<file path="config.mk">
export PLATFORM = sky130hd
export DESIGN_NAME = unified_mem_arbiter
export DESIGN_NICKNAME = d
export VERILOG_FILES = /design/src/rtl/unified_mem_arbiter.sv
export SDC_FILE = /design/constraint.sdc
export NUM_CORES = 1
export LEC_CHECK = 0
export CORE_MARGIN = 8
export CORE_UTILIZATION = 42
export DETAILED_ROUTE_END_ITERATION = 12
export GPL_TIMING_DRIVEN = 0
export PLACE_DENSITY = 0.87
export SETUP_SLACK_MARGIN = 0.5
export SLEW_MARGIN = 20
export SYNTH_ARGS = -nofsm -noshare
export SYNTH_HDL_FRONTEND = slang
export SYNTH_SLANG_ARGS = --single-unit
</file>
<file path="constraint.sdc">
create_clock -name clk_i -period 3.6 [get_ports clk_i]
set_input_delay 0.54 -clock clk_i [delete_from_list [all_inputs] [get_ports clk_i]]
set_output_delay 0.54 -clock clk_i [all_outputs]
set_load 0.05 [all_outputs]
</file>
<file path="src/rtl/unified_mem_arbiter.sv">
// Shares one single-ported, variable-latency memory between an instruction-fetch (IF)
// and a data load/store (DM) requester, one transaction at a time, with starvation and hang guards.
module unified_mem_arbiter #(
  parameter int ADDR_W     = 32,
  parameter int DATA_W     = 32,
  parameter int STREAK_MAX = 4,
  parameter int TIMEOUT    = 64,
  localparam int STREAK_W  = $clog2(STREAK_MAX + 1),
  localparam int TIMER_W   = $clog2(TIMEOUT + 1)
) (
  input  logic                clk_i,
  input  logic                rst_i,
  input  logic                if_req_i,
  input  logic [ADDR_W-1:0]   if_addr_i,
  output logic                if_gnt_o,
  output logic                if_valid_o,
  output logic [DATA_W-1:0]   if_rdata_o,
  input  logic                dm_req_i,
  input  logic                dm_we_i,
  input  logic [ADDR_W-1:0]   dm_addr_i,
  input  logic [DATA_W-1:0]   dm_wdata_i,
  output logic                dm_gnt_o,
  output logic                dm_valid_o,
  output logic [DATA_W-1:0]   dm_rdata_o,
  output logic                mem_req_o,
  output logic                mem_we_o,
  output logic [ADDR_W-1:0]   mem_addr_o,
  output logic [DATA_W-1:0]   mem_wdata_o,
  input  logic                mem_ack_i,
  input  logic [DATA_W-1:0]   mem_rdata_i,
  output logic                err_o,
  output logic [1:0]          dbg_state_o,
  output logic [STREAK_W-1:0] dbg_streak_o
);

  // Handshake: a requester holds req plus its command until its 1-cycle gnt pulse, and
  // completion is the 1-cycle valid pulse. Toward memory, mem_req_o and the command stay
  // stable until mem_ack_i; an ack completes the command in the cycle it is seen.
  typedef enum logic [1:0] {
    IDLE    = 2'd0,
    BUSY_IF = 2'd1,
    BUSY_DM = 2'd2
  } state_t;

  state_t              state, state_next;
  logic [STREAK_W-1:0] streak, streak_next;
  logic [TIMER_W-1:0]  timer, timer_next;

  logic                mem_req_next;
  logic                mem_we_next;
  logic [ADDR_W-1:0]   mem_addr_next;
  logic [DATA_W-1:0]   mem_wdata_next;
  logic                if_gnt_next, dm_gnt_next;
  logic                if_valid_next, dm_valid_next;
  logic                err_next;
  logic [DATA_W-1:0]   if_rdata_next, dm_rdata_next;

  logic                if_wins;
  logic                streak_full;
  logic                timer_expired;

  assign streak_full   = (streak == STREAK_W'(STREAK_MAX));
  assign if_wins       = if_req_i && (!dm_req_i || streak_full);
  assign timer_expired = (timer == TIMER_W'(TIMEOUT));

  assign dbg_state_o  = state;
  assign dbg_streak_o = streak;

  always_ff @(posedge clk_i) begin
    if (rst_i) begin
      state       <= IDLE;
      streak      <= '0;
      timer       <= '0;
      mem_req_o   <= 1'b0;
      mem_we_o    <= 1'b0;
      mem_addr_o  <= '0;
      mem_wdata_o <= '0;
      if_gnt_o    <= 1'b0;
      dm_gnt_o    <= 1'b0;
      if_valid_o  <= 1'b0;
      dm_valid_o  <= 1'b0;
      err_o       <= 1'b0;
      if_rdata_o  <= '0;
      dm_rdata_o  <= '0;
    end else begin
      state       <= state_next;
      streak      <= streak_next;
      timer       <= timer_next;
      mem_req_o   <= mem_req_next;
      mem_we_o    <= mem_we_next;
      mem_addr_o  <= mem_addr_next;
      mem_wdata_o <= mem_wdata_next;
      if_gnt_o    <= if_gnt_next;
      dm_gnt_o    <= dm_gnt_next;
      if_valid_o  <= if_valid_next;
      dm_valid_o  <= dm_valid_next;
      err_o       <= err_next;
      if_rdata_o  <= if_rdata_next;
      dm_rdata_o  <= dm_rdata_next;
    end
  end

  always_comb begin
    state_next     = state;
    streak_next    = streak;
    timer_next     = timer;
    mem_req_next   = mem_req_o;
    mem_we_next    = mem_we_o;
    mem_addr_next  = mem_addr_o;
    mem_wdata_next = mem_wdata_o;
    if_gnt_next    = 1'b0;
    dm_gnt_next    = 1'b0;
    if_valid_next  = 1'b0;
    dm_valid_next  = 1'b0;
    err_next       = 1'b0;
    if_rdata_next  = if_rdata_o;
    dm_rdata_next  = dm_rdata_o;

    case (state)
      IDLE: begin
        // mem_ack_i is deliberately ignored here: no command is outstanding.
        if (if_req_i || dm_req_i) begin
          mem_req_next = 1'b1;
          timer_next   = TIMER_W'(1);
          if (if_wins) begin
            state_next     = BUSY_IF;
            if_gnt_next    = 1'b1;
            mem_we_next    = 1'b0;
            mem_addr_next  = if_addr_i;
            mem_wdata_next = '0;
            streak_next    = '0;
          end else begin
            state_next     = BUSY_DM;
            dm_gnt_next    = 1'b1;
            mem_we_next    = dm_we_i;
            mem_addr_next  = dm_addr_i;
            mem_wdata_next = dm_wdata_i;
            // Only DM wins that made a fetch wait count toward forcing the fetch through.
            if (if_req_i && !streak_full) begin
              streak_next = streak + STREAK_W'(1);
            end
          end
        end
      end

      BUSY_IF, BUSY_DM: begin
        if (mem_ack_i) begin
          // A late ack on the very last timer cycle still counts as success.
          state_next   = IDLE;
          mem_req_next = 1'b0;
          timer_next   = '0;
          if (state == BUSY_IF) begin
            if_valid_next = 1'b1;
            if (!mem_we_o) if_rdata_next = mem_rdata_i;
          end else begin
            dm_valid_next = 1'b1;
            if (!mem_we_o) dm_rdata_next = mem_rdata_i;
          end
        end else if (timer_expired) begin
          state_next   = IDLE;
          mem_req_next = 1'b0;
          timer_next   = '0;
          err_next     = 1'b1;
          if (state == BUSY_IF) begin
            if_valid_next = 1'b1;
            if_rdata_next = '0;
          end else begin
            dm_valid_next = 1'b1;
            dm_rdata_next = '0;
          end
        end else begin
          timer_next = timer + TIMER_W'(1);
        end
      end

      default: begin
        state_next   = IDLE;
        mem_req_next = 1'b0;
        timer_next   = '0;
      end
    endcase
  end

endmodule

</file>
==> metrics, run 1 <==
CTS max path bufs 2; Num CTS Buffers 17; Initial Utilization 43.1%; area grow syn2layout 67.9%; Total GRT Usage 22.8%; library cells used by synthesis 45; initial DRC count around 400; vias in the first global route 5360; Top FF cell, synth dfxtp_1; Slew headroom 57.5%; DR DRC count 0; Placer Congestion 0.846; fin crit share ~64%; IO buf count 273; highest clock rate 433 MHz; largest net degree at the start of global routing 17; htree depth 4; CP Capture Type flop; Total Nets Final around 930; post_cts resized 0; FF-to-FF End mem_wdata_o[14]; share of layout cells above drive strength 1 between 7 and 8%; later-pin clock latency in the skew report 0.42 ns; Die ar. 0.0161 mm²; critical path class reg -> reg; max-slew violation count 0; Post-synth EDFFs 0; Comb power frac 22.7%; hold path cells 1; final design utilization around 72%; status completed; clk sinks 147; final cell count without fillers 950; min-delay worst type reg -> reg; worst slew pin tran 0.636 ns; Final min period 2.31 ns; Routed WL per cell 19.8 µm; Rows 40; final setup skew 0.00573 ns; Startpoint Class flop; CP Max Fanout 10; setup tns final 0 ns; Mapped Nets 640; vias after detailed routing 5102; worst vdd ir 0.000338 V; sequential share of power 38.9%; Net Sw Frac 29.7%; synthesized area per cell 10.4 µm²; reg2reg start dbg_state_o[1]; global-route wire length before repair 29000 µm; pwr dens 532 mW/mm²; Syn Std Cell Area 0.00518 mm²; DP Wirelength 14600 µm; Tot Pwr 4620 µW; Clk pwr share 38.4%; Non-Filler Cell Area, Final 0.00870 mm²; Die Height between 100 and 150 µm; Final Setup Violations 0; yosys warns 0; clk slew on worst S/H paths 0.06 ns; Post-Place Cell Area 0.00810 mm²; Switching Power roughly 1400 µW; CTS tree done; WHS Endpoint mem_wdata_o[1]; Worst Path Required 3.95 ns; diode count 0; placed instance count between 900 and 1000; # hold bufs at CTS 0; Root Driver clkbuf_16; via/cell ratio 5.37; commonest non-fill, non-tap cells in the layout clkdlybuf4s50_1, dfxtp_1, nor2_1; Routed WL 18800 µm; area of the core 0.0120 mm²; Pint ~3300 µW; initial antenna violation count 0; register area share after synthesis 56.8%; Die Width 127 µm; R2R Setup Slk around 1.3 ns; R2R depth 7; #FFs+latches synth 147; Worst EP arrival between 2 and 3 ns; hold path start mem_wdata_o[1]; max cap viols 0; # IOs 274; async set-reset flop share out of synthesis 0%; Post-Synthesis Cells 498; Routed Antenna Nets 0; RSZ-0062 raised after global routing no; count of final hold-check violations 0; Pleak between 0.003 and 0.004 µW; GRT overflow 0; Post-CTS Setup Bufs 0; Pre-antenna DRT Iters 5; most common cell after layout, fill and taps aside clkdlybuf4s50_1
-- power by group through the flow --
stage	Sequential (µW)	Clock (µW)	Combinational [µW]
finish	1800	1770	1050
global route	1810	1880	1110
CTS	1800	1800	1060
detailed placement	1830	0	1050
global placement	1820	0	1030
floorplan	2180	0	245
-- logic make-up after synthesis --
kind of cell	count (synthesis)	share of synthesized area, %
compound gates	119	20.1
flops	147	56.8
fa+ha+maj	8	1.93
xor+xnor	4	0.676
simple gates	176	16.1
buf+inv	44	4.37
-- routing by layer --
metal	GRT usage [%]	wire (µm)	up-vias	part of all wire (%)
li1	-	-	2390	-
met1	23.0	7040	2414	37
met2	39.8	9180	267	49
met3	11.1	2100	31	11
met4	8.68	481	0	2.6
met5	0	0	-	0
-- registers in the layout, summed over array words and instances, names as in the netlist, 2 cells and up --
name / cells
dbg_state_o: 2
mem_wdata_o: 32
dm_rdata_o: 32
mem_addr_o: 32
if_rdata_o: 32
timer: 7
dbg_streak_o: 3
-- Yosys cell counts (all sizes together), types with 4 or more instances --
library cell	count	area (µm²)
nor2	106	398
a22o	97	852
buf	19	133
nand3	4	20.0
xor2	4	35.0
inv	9	33.8
nor3	4	25.0
nand4	4	25.0
a21oi	5	28.8
nor4	32	200
clkbuf	16	60.1
nand2	9	33.8
ha	8	100
dfxtp	147	2940
-- critical path, cell delays in order (launching register included) --
cell      delay, ns
dfxtp_1        0.33
inv_1          0.14
ha_1           0.16
buf_2          0.20
nand3_1        0.26
nor2_1         0.49
clkbuf_1       0.43
a22o_1         0.23
-- how the worst max path moves through the flow --
stage                              start              end  slack [ns]  cells after the start
after CTS                 dbg_state_o[1]  mem_wdata_o[14]        1.31                      7
after detailed placement        dm_req_i  mem_wdata_o[13]         1.0                      5
after global placement             rst_i  mem_wdata_o[16]        1.09                      5
after floorplan           dbg_state_o[1]         timer[5]        1.38                      8
after global routing      dbg_state_o[1]  mem_wdata_o[23]        1.05                      7
final                     dbg_state_o[1]  mem_wdata_o[14]        1.29                      7
-- per-stage QoR --
stage / hold slack (ns) / worst slack [ns]
2_1_floorplan: 0.478 / 1.38
3_3_place_gp: 0.455 / 1.09
3_5_place_dp: 0.453 / 0.997
4_1_cts: 0.476 / 1.31
5_1_grt: 0.492 / 1.05
6_report: 0.471 / 1.29
-- final cells by class --
class                      count  area [µm²]
clock buffer                  18         439
clock inverter                14         161
inverter                       9        33.8
fill                         800        3310
timing repair buffer         273        2730
tap                          147         184
sequential                   147        2940
multi-input combinational    307        2010
buffer                        35         193
(Power assumes the default switching activity.)
==> run 2: changes to the inputs <==
--- a/config.mk
+++ b/config.mk
@@ -6,10 +6,10 @@
 export NUM_CORES = 1
 export LEC_CHECK = 0
 export CORE_MARGIN = 8
-export CORE_UTILIZATION = 42
+export CORE_UTILIZATION = 39
 export DETAILED_ROUTE_END_ITERATION = 12
 export GPL_TIMING_DRIVEN = 0
-export PLACE_DENSITY = 0.87
+export PLACE_DENSITY = 0.82
 export SETUP_SLACK_MARGIN = 0.5
 export SLEW_MARGIN = 20
 export SYNTH_ARGS = -nofsm -noshare
==> constraint.sdc (replaced) <==
create_clock -name clk_i -period 2.2 [get_ports clk_i]
set_input_delay 0.33 -clock clk_i [delete_from_list [all_inputs] [get_ports clk_i]]
set_output_delay 0.33 -clock clk_i [all_outputs]
set_load 0.05 [all_outputs]
==> run 2 against run 1 <==
  * Worst setup slack lost 1.1 ns
  * Clock skew grew 0.0014 ns
  * Cell area grew 3.1%
==> metrics, run 2 (synthesis gave the netlist of run 1 again) <==
R2R depth 7; IO buf count 273; critical path class reg -> reg; share of layout cells above drive strength 1 15.4%; CP Max Fanout 10; Final Hold Slack 0.465 ns; Initial Utilization 39.6%; pwr dens between 800 and 900 mW/mm²; highest clock rate 501 MHz; Worst EP arrival around 2.3 ns; clk slew on worst S/H paths ~0.060 ns; global-route wire length before repair 30900 µm; area of the core 0.0131 mm²; Total GRT Usage 22.1%; initial antenna violation count 0; worst vdd ir 0.000507 V; fillcell total between 1000 and 1500; commonest non-fill, non-tap cells in the layout dfxtp_1, clkdlybuf4s50_1, dlygate4sd2_1; vias in the first global route about 5700; Switching Power approximately 2300 µW; Placer Congestion 0.858; initial DRC count approximately 280; GRT overflow 0; Comb power frac around 23%; Total Nets Final 954; Seq. cell area 0.00296 mm²; Final min period about 2 ns; # hold bufs at CTS 0; area grow syn2layout 73.1%; Pre-antenna DRT Iters 5; # IOs between 200 and 300; min-delay worst type reg -> reg; Net Sw Frac 29.9%; max cap viols 0; hold path cells 1; via/cell ratio 5.19; Worst Path Required around 2.5 ns; clk sinks 147; Rows between 40 and 50; Routed WL between 15000 and 20000 µm; Startpoint Class flop; Tot Pwr roughly 7600 µW; vias after detailed routing 5194; Multi-input gate area 0.00213 mm²; Final Setup Violations 0; Slew headroom 62.7%; CP Capture Type flop; max-slew violation count 0; CTS max path bufs 2; final setup skew 0.00713 ns; Routed WL per cell 19.3 µm; later-pin clock latency in the skew report 0.42 ns; R2R Setup Slk 0.20 ns; reg2reg start timer[0]; DR DRC count 0; hold path start dm_rdata_o[17]; Root Driver clkbuf_16; Routed Antenna Nets 0; Pint 5340 µW; Pleak between 0.004 and 0.005 µW; worst slew pin tran 0.562 ns; RSZ-0062 raised after global routing yes; diode count 0; Die Width roughly 130 µm; largest net degree at the start of global routing 17; Clk pwr share 38.5%; most common cell after layout, fill and taps aside dfxtp_1; CTS tree done; Die Height 131 µm; WHS Endpoint dm_rdata_o[17]; Num CTS Buffers 17; Die ar. 0.0172 mm²; FF-to-FF End dm_rdata_o[14]; fin crit share 90.8%; sequential share of power roughly two fifths; count of final hold-check violations 0; DP Wirelength approximately 14000 µm; htree depth 4; status completed
==> run 2: how the worst max path moves through the flow <==
| stage | slack (ns) | depth (start not counted) | from | endpoint |
|---|---|---|---|---|
| finish | 0.20 | 7 | timer[0] | dm_rdata_o[14] |
| global route | 0.15 | 8 | timer[0] | dbg_state_o[1] |
| CTS | 0.22 | 7 | timer[0] | dm_rdata_o[14] |
| detailed placement | -0.11 | 5 | mem_ack_i | if_rdata_o[26] |
| global placement | -0.02 | 5 | mem_ack_i | if_rdata_o[24] |
| floorplan | 0.37 | 8 | dbg_state_o[0] | timer[5] |
==> run 2: critical path, stage by stage (launching register included) <==
cell and delay (ns):
dfxtp_4 0.35, inv_4 0.05, ha_4 0.11, or4b_4 0.48, o31ai_4 0.30, a31oi_4 0.20, buf_6 0.19, a22o_1 0.19
==> run 2: metal layers <==
layer  routed length (µm)  share of wire [%]  GRT usage [%]  vias to the layer above
met5                    0                  0              0                        -
met1                 7440                 39           23.5                     2473
li1                     -                  -              -                     2442
met4                  441                2.3           9.06                        0
met2                 9510                 49           38.1                      246
met3                 1900                9.8           9.15                       33
==> run 2: layout make-up <==
type                            instances  share of cell area (%)
Clock buffer                           23                    5.22
Buffer                                 35                    2.92
Tap cell                              176                    2.46
Clock inverter                          9                    1.44
Timing Repair Buffer                  295                    30.7
Multi-Input combinational cell        307                    23.8
Sequential cell                       147                    33.0
Inverter                                9                   0.461
==> run 2: power groups by stage <==
stage / clock (µW) / combinational [µW] / sequential, µW
2_1_floorplan: 0 / 411 / 3570
3_3_place_gp: 0 / 1700 / 2990
3_5_place_dp: 0 / 1730 / 3000
4_1_cts: 2970 / 1710 / 2930
5_1_grt: 3080 / 1850 / 2950
6_report: 2940 / 1750 / 2930
==> run 2: what timing repair did <==
item	CTS	global route
pin swaps	8	8
gates cloned	5	0
setup buffers	14	3
setup endpoints to repair	274	146
resized for setup	190	52
==> run 2: per-stage QoR <==
step | setup TNS, ns | util (%) | std cells | area [µm²] | setup WS, ns
3_5_place_dp | -4.94 | 62.4 | 947 | 8170 | -0.113
5_1_grt | 0 | 68.5 | 1001 | 8970 | 0.145
6_report | 0 | 68.5 | 1001 | 8970 | 0.203
3_3_place_gp | -0.128 | 62.4 | 947 | 8170 | -0.0173
2_1_floorplan | 0 | - | 498 | 5220 | 0.370
4_1_cts | 0 | 67.8 | 998 | 8870 | 0.215
==> run 3: changes to the inputs <==
--- a/config.mk
+++ b/config.mk
@@ -5,6 +5,7 @@
 export SDC_FILE = /design/constraint.sdc
 export NUM_CORES = 1
 export LEC_CHECK = 0
+export CAP_MARGIN = 10
 export CORE_MARGIN = 8
 export CORE_UTILIZATION = 39
 export DETAILED_ROUTE_END_ITERATION = 12
==> results of run 3 <==
No change in the layout: final DEF, timing and power equal those of run 2.
==> edit 1 (settings of run 2) <==
`mem_addr_o`, `mem_wdata_o`, `if_rdata_o` and `dm_rdata_o` no longer have a reset.
--- a/src/rtl/unified_mem_arbiter.sv
+++ b/src/rtl/unified_mem_arbiter.sv
@@ -73,31 +73,30 @@
       timer       <= '0;
       mem_req_o   <= 1'b0;
       mem_we_o    <= 1'b0;
-      mem_addr_o  <= '0;
-      mem_wdata_o <= '0;
       if_gnt_o    <= 1'b0;
       dm_gnt_o    <= 1'b0;
       if_valid_o  <= 1'b0;
       dm_valid_o  <= 1'b0;
       err_o       <= 1'b0;
-      if_rdata_o  <= '0;
-      dm_rdata_o  <= '0;
     end else begin
       state       <= state_next;
       streak      <= streak_next;
       timer       <= timer_next;
       mem_req_o   <= mem_req_next;
       mem_we_o    <= mem_we_next;
-      mem_addr_o  <= mem_addr_next;
-      mem_wdata_o <= mem_wdata_next;
       if_gnt_o    <= if_gnt_next;
       dm_gnt_o    <= dm_gnt_next;
       if_valid_o  <= if_valid_next;
       dm_valid_o  <= dm_valid_next;
       err_o       <= err_next;
-      if_rdata_o  <= if_rdata_next;
-      dm_rdata_o  <= dm_rdata_next;
     end
+  end
+
+  always_ff @(posedge clk_i) begin
+    mem_addr_o  <= mem_addr_next;
+    mem_wdata_o <= mem_wdata_next;
+    if_rdata_o  <= if_rdata_next;
+    dm_rdata_o  <= dm_rdata_next;
   end
 
   always_comb begin
Check against the original RTL: not equivalent (a bounded check fails within 4 cycles, from zero or initial values and one cycle with rst_i high).
==> edit 1 against run 2 <==
Sequential cell count did not move. Non-clock buffer count fell by 7. Critical path depth rose by 2. Setup slack improved by 110 ps. Area after synthesis up 8.7%. Maximum frequency is 5.8% higher. Final area is 8.5% higher. Sequential share of layout area grew 11 points. Wire length is 6.1% lower. Total power increased by 6.1%. Critical path type unchanged. Largest power group is now sequential cells.
==> edit 1: results (changes against run 2) <==
metric,value,unit,change
Crit-path slowest cell,dfxtp_4,,
mux contribution to synthesized area,6.58,%,+6.6 points
worst min-delay path class,in -> reg,,
Placed Instances,798,,-16%
number of global-route vias before repair,4333,,-24%
"Clk Latency, worst-skew pair",410,ps,
Adder-Cell Fraction of Synth Area,1.78,%,-0.15 points
pin count of the biggest net entering global routing,36,,+19
Highest Signal Layer,met5,,
Synth Area in XOR/XNOR,0.622,%,-0.054 points
Clock Skew,8.76,ps,+1.63 ps
met1 Usage GRT,20.2,%,-3.3 points
share of layout cells above drive strength 1,21.2,%,+5.8 points
outcome,completed,,
syn nets,484,,-24%
CP arrival,2020,ps,-280 ps
"Seq/Total Area, Yosys",75.0,%,+18 points
GR met2 Demand/Resource,33.0,%,-5.1 points
Synth area leader,edfxtp_1,,
Gate Count Post-Synth,342,,-31%
Netlist cell types,41,,-8.9%
path depth of the worst reg2reg path,9,,+2
worst vdd ir,0.456,mV,-10%
Fill cells,1041,,+3.6%
Metal-1 WL,6470,um,-13%
initial antenna violation count,1,,+1
port bufs,271,,-0.73%
first-pass GRT wire length,25600,um,-17%
metal3 WL,2040,um,+7.4%
GPL Wtd Cong,0.795,,-7.4%
initial detailed-routing violation count,251,,-9.4%
synth top area cells,"edfxtp_1 68%, and2_1 7.2%, dfxtp_1 6.8%, mux2_2 6.4%, ha_1 1.8%",,
Routed met2 length,9390,um,-1.3%
met3 Usage GRT,7.80,%,-1.3 points
DPL Wire Length,12800,um,-12%
"CP delay by family, top",simple AND/OR/NAND/NOR gates,,
GRT Resource Usage Total,18.8,%,-3.3 points
worst slew pin tran,570,ps,+7.90 ps
[edit 1: changes by cell type after synthesis, moves of 4 or more]
cell and delta:
dfxtp_1 -128, edfxtp_1 +128, nor2_1 -99, a22o_1 -95
and2_1 +64, mux2_2 +32, nor4_1 -32, clkbuf_1 -9
buf_1 -6, buf_6 -5, a21oi_1 +4
[edit 1: per-stage QoR]
| stage | instance area [sq um] | setup slack [ps] |
|---|---|---|
| 6_report | 9730 | 312 |
| 3_5_place_dp | 8690 | -397 |
| 4_1_cts | 9460 | 355 |
| 2_1_floorplan | 5720 | 6.81 |
| 5_1_grt | 9730 | 267 |
| 3_3_place_gp | 8670 | -833 |
[edit 1: layout make-up]
type                       count  area (sq um)  area share (%)
sequential                   147          4250            43.7
timing repair buffer         309          3020            31.0
multi-input combinational    175          1500            15.4
clock buffer                  20           437            4.49
tap                          184           230            2.37
clock inverter                12           133            1.36
buffer                        14           113            1.16
inverter                      10          43.8           0.450
timing repair inverter         1          7.51          0.0772
[edit 1: worst paths after layout]
path                              end  slack [ps]              startpoint
max          dm_rdata_o[17]$_DFFE_PP_         310   timer[0]$_SDFFE_PP0P_
max reg2reg  dm_rdata_o[17]$_DFFE_PP_         310   timer[0]$_SDFFE_PP0P_
min           dm_rdata_o[0]$_DFFE_PP_         300               mem_ack_i
min reg2reg    mem_req_o$_SDFFE_PP0P_         490  mem_req_o$_SDFFE_PP0P_
[edit 1: where the power goes]
part	internal, uW	switching (uW)	total, uW
sequential	3320	68.1	3390
combinational	698	1240	1940
clock	1670	1090	2760
[edit 1: what timing repair did]
action / in CTS / in global routing
resized for setup: 171 / 30
setup buffers: 19 / 12
gates cloned: 8 / 3
endpoints found under the setup margin: 303 / 167
pin swaps: 5 / 6
==> edit 2 (flow settings as in run 2) <==
Without the edit above. `ADDR_W`: 32 -> 24.
--- a/src/rtl/unified_mem_arbiter.sv
+++ b/src/rtl/unified_mem_arbiter.sv
@@ -1,7 +1,7 @@
 // Shares one single-ported, variable-latency memory between an instruction-fetch (IF)
 // and a data load/store (DM) requester, one transaction at a time, with starvation and hang guards.
 module unified_mem_arbiter #(
-  parameter int ADDR_W     = 32,
+  parameter int ADDR_W     = 24,
   parameter int DATA_W     = 32,
   parameter int STREAK_MAX = 4,
   parameter int TIMEOUT    = 64,
Ports: changed (resized dm_addr_i, if_addr_i and mem_addr_o); port bits go from 274 to 250. No check against the original RTL was run, so the function may have changed too.
==> edit 2 against run 2 <==
Sequential cell count down 8. Combinational power increased by 5%. Total power down 2.0%. Wire length down 3.4%. Setup slack improved by 17 ps. Area after synthesis fell by 0.34%. Clock skew up 0.73 ps. Final area shrank 2.7%.
==> edit 2: results (changes against run 2) <==
metric,value,unit,change
mux contribution to synthesized area,4.65,%,+4.7 points
pre-CTS setup slack,-123,ps,-9.44 ps
cell area after layout,8720,sq um,-2.7%
number of global-route vias before repair,5277,,-7.7%
final net count,919,,-3.7%
Synth Area in XOR/XNOR,0.678,%,+0.0023 points
path depth of the worst reg2reg path,7,,unchanged
vias,5147,,-0.90%
GRT Resource Usage Total,20.8,%,-1.3 points
Commonest cells post-synth,"139 x dfxtp_1, 62 x a22o_1, 43 x nand2_1",,
Static Leak,0.00401,uW,-3.4%
Compound-Gate Fraction of Synth Area,20.8,%,+0.72 points
"Seq/Total Area, Yosys",53.9,%,-2.9 points
clock-pin slew of the registers on the worst-case setup and hold paths,60,ps,about the same
Pwr per Cell Area,857,nW/um^2,+0.82%
R2R setup slack,220,ps,+20 ps
share of layout cells above drive strength 1,15.1,%,-0.26 points
outcome,completed,,
DPL Wire Length,14000,um,-3.5%
P_int,5100,uW,-4.5%
Gate Count Post-Synth,509,,+2.2%
Wirelength per Cell,19.0,um,-1.6%
port bufs,249,,-8.8%
GPL Wtd Cong,0.822,,-4.2%
first-pass GRT wire length,27400,um,-11%
initial detailed-routing violation count,280,,+1.1%
Placed Instances,934,,-1.4%
Setup WS post-layout,220,ps,+17.0 ps
Rel. slew slack,61.9,%,-0.83 points
CTS buffer count,17,,unchanged
Clock net power,2830,uW,-4%
syn nets,635,,-0.78%
worst vdd ir,0.442,mV,-13%
Adder-Cell Fraction of Synth Area,1.94,%,+0.0066 points
Clock Skew,7.86,ps,+0.727 ps
worst min-delay path class,reg -> reg,,
Flop pwr share,37.4,%,-1.1 points
Hold Path Depth,2,,+1
synth top area cells,"dfxtp_1 54%, a22o_1 11%, mux2i_1 4.7%, a21oi_1 4.1%, nand3_1 3.6%",,
Routed Wire Length,18600,um,-3.4%
antenna diode count,0,,unchanged
"Cell Area, Placed",7920,sq um,-3.0%
worst setup path endpoint,dm_rdata_o[2]$_SDFFE_PP0P_,,
edit 2: kinds of logic (layout without fill, tap and decap cells):
group | count (synthesis) | in the layout
AO/OA/AOI/OAI | 143 | 143
XOR/XNOR | 4 | 4
adder cells (fa/ha/maj) | 8 | 8
buffers and inverters | 49 | 346
flip-flops | 139 | 139
multiplexers | 24 | 24
AND/OR/NAND/NOR | 142 | 142
edit 2: final cells by class:
type,instances,area share [%]
sequential,139,32.1
timing repair buffer,265,28.5
multi-input combinational,321,26.0
clock buffer,20,5.24
buffer,39,3.50
tap,176,2.53
clock inverter,12,1.56
inverter,10,0.488
edit 2: repair_timing:
action,CTS,global route
cloned,4,1
hold buffers,0,0
gates resized for setup,172,48
setup endpoints to repair,263,126
setup buffers,7,4
pin swaps,5,8
edit 2: worst min-delay path by stage:
stage	from	end	slack, ps
5_1_grt	mem_wdata_o[8]$_SDFFE_PP0P_	mem_wdata_o[8]$_SDFFE_PP0P_	470
3_5_place_dp	mem_wdata_o[31]$_SDFFE_PP0P_	mem_wdata_o[31]$_SDFFE_PP0P_	450
4_1_cts	mem_wdata_o[27]$_SDFFE_PP0P_	mem_wdata_o[27]$_SDFFE_PP0P_	450
2_1_floorplan	mem_ack_i	err_o$_SDFF_PP0_	410
6_report	mem_wdata_o[11]$_SDFFE_PP0P_	mem_wdata_o[11]$_SDFFE_PP0P_	450
3_3_place_gp	mem_wdata_o[12]$_SDFFE_PP0P_	mem_wdata_o[12]$_SDFFE_PP0P_	440
edit 2: per-layer routing:
metal  vias to the layer above  GRT usage [%]  share of wire (%)
met4                         0           11.1                3.3
li1                       2412              -                  -
met5                         -              0                  0
met2                       262           34.6                 48
met3                        39           9.39                 13
met1                      2434           21.7                 36
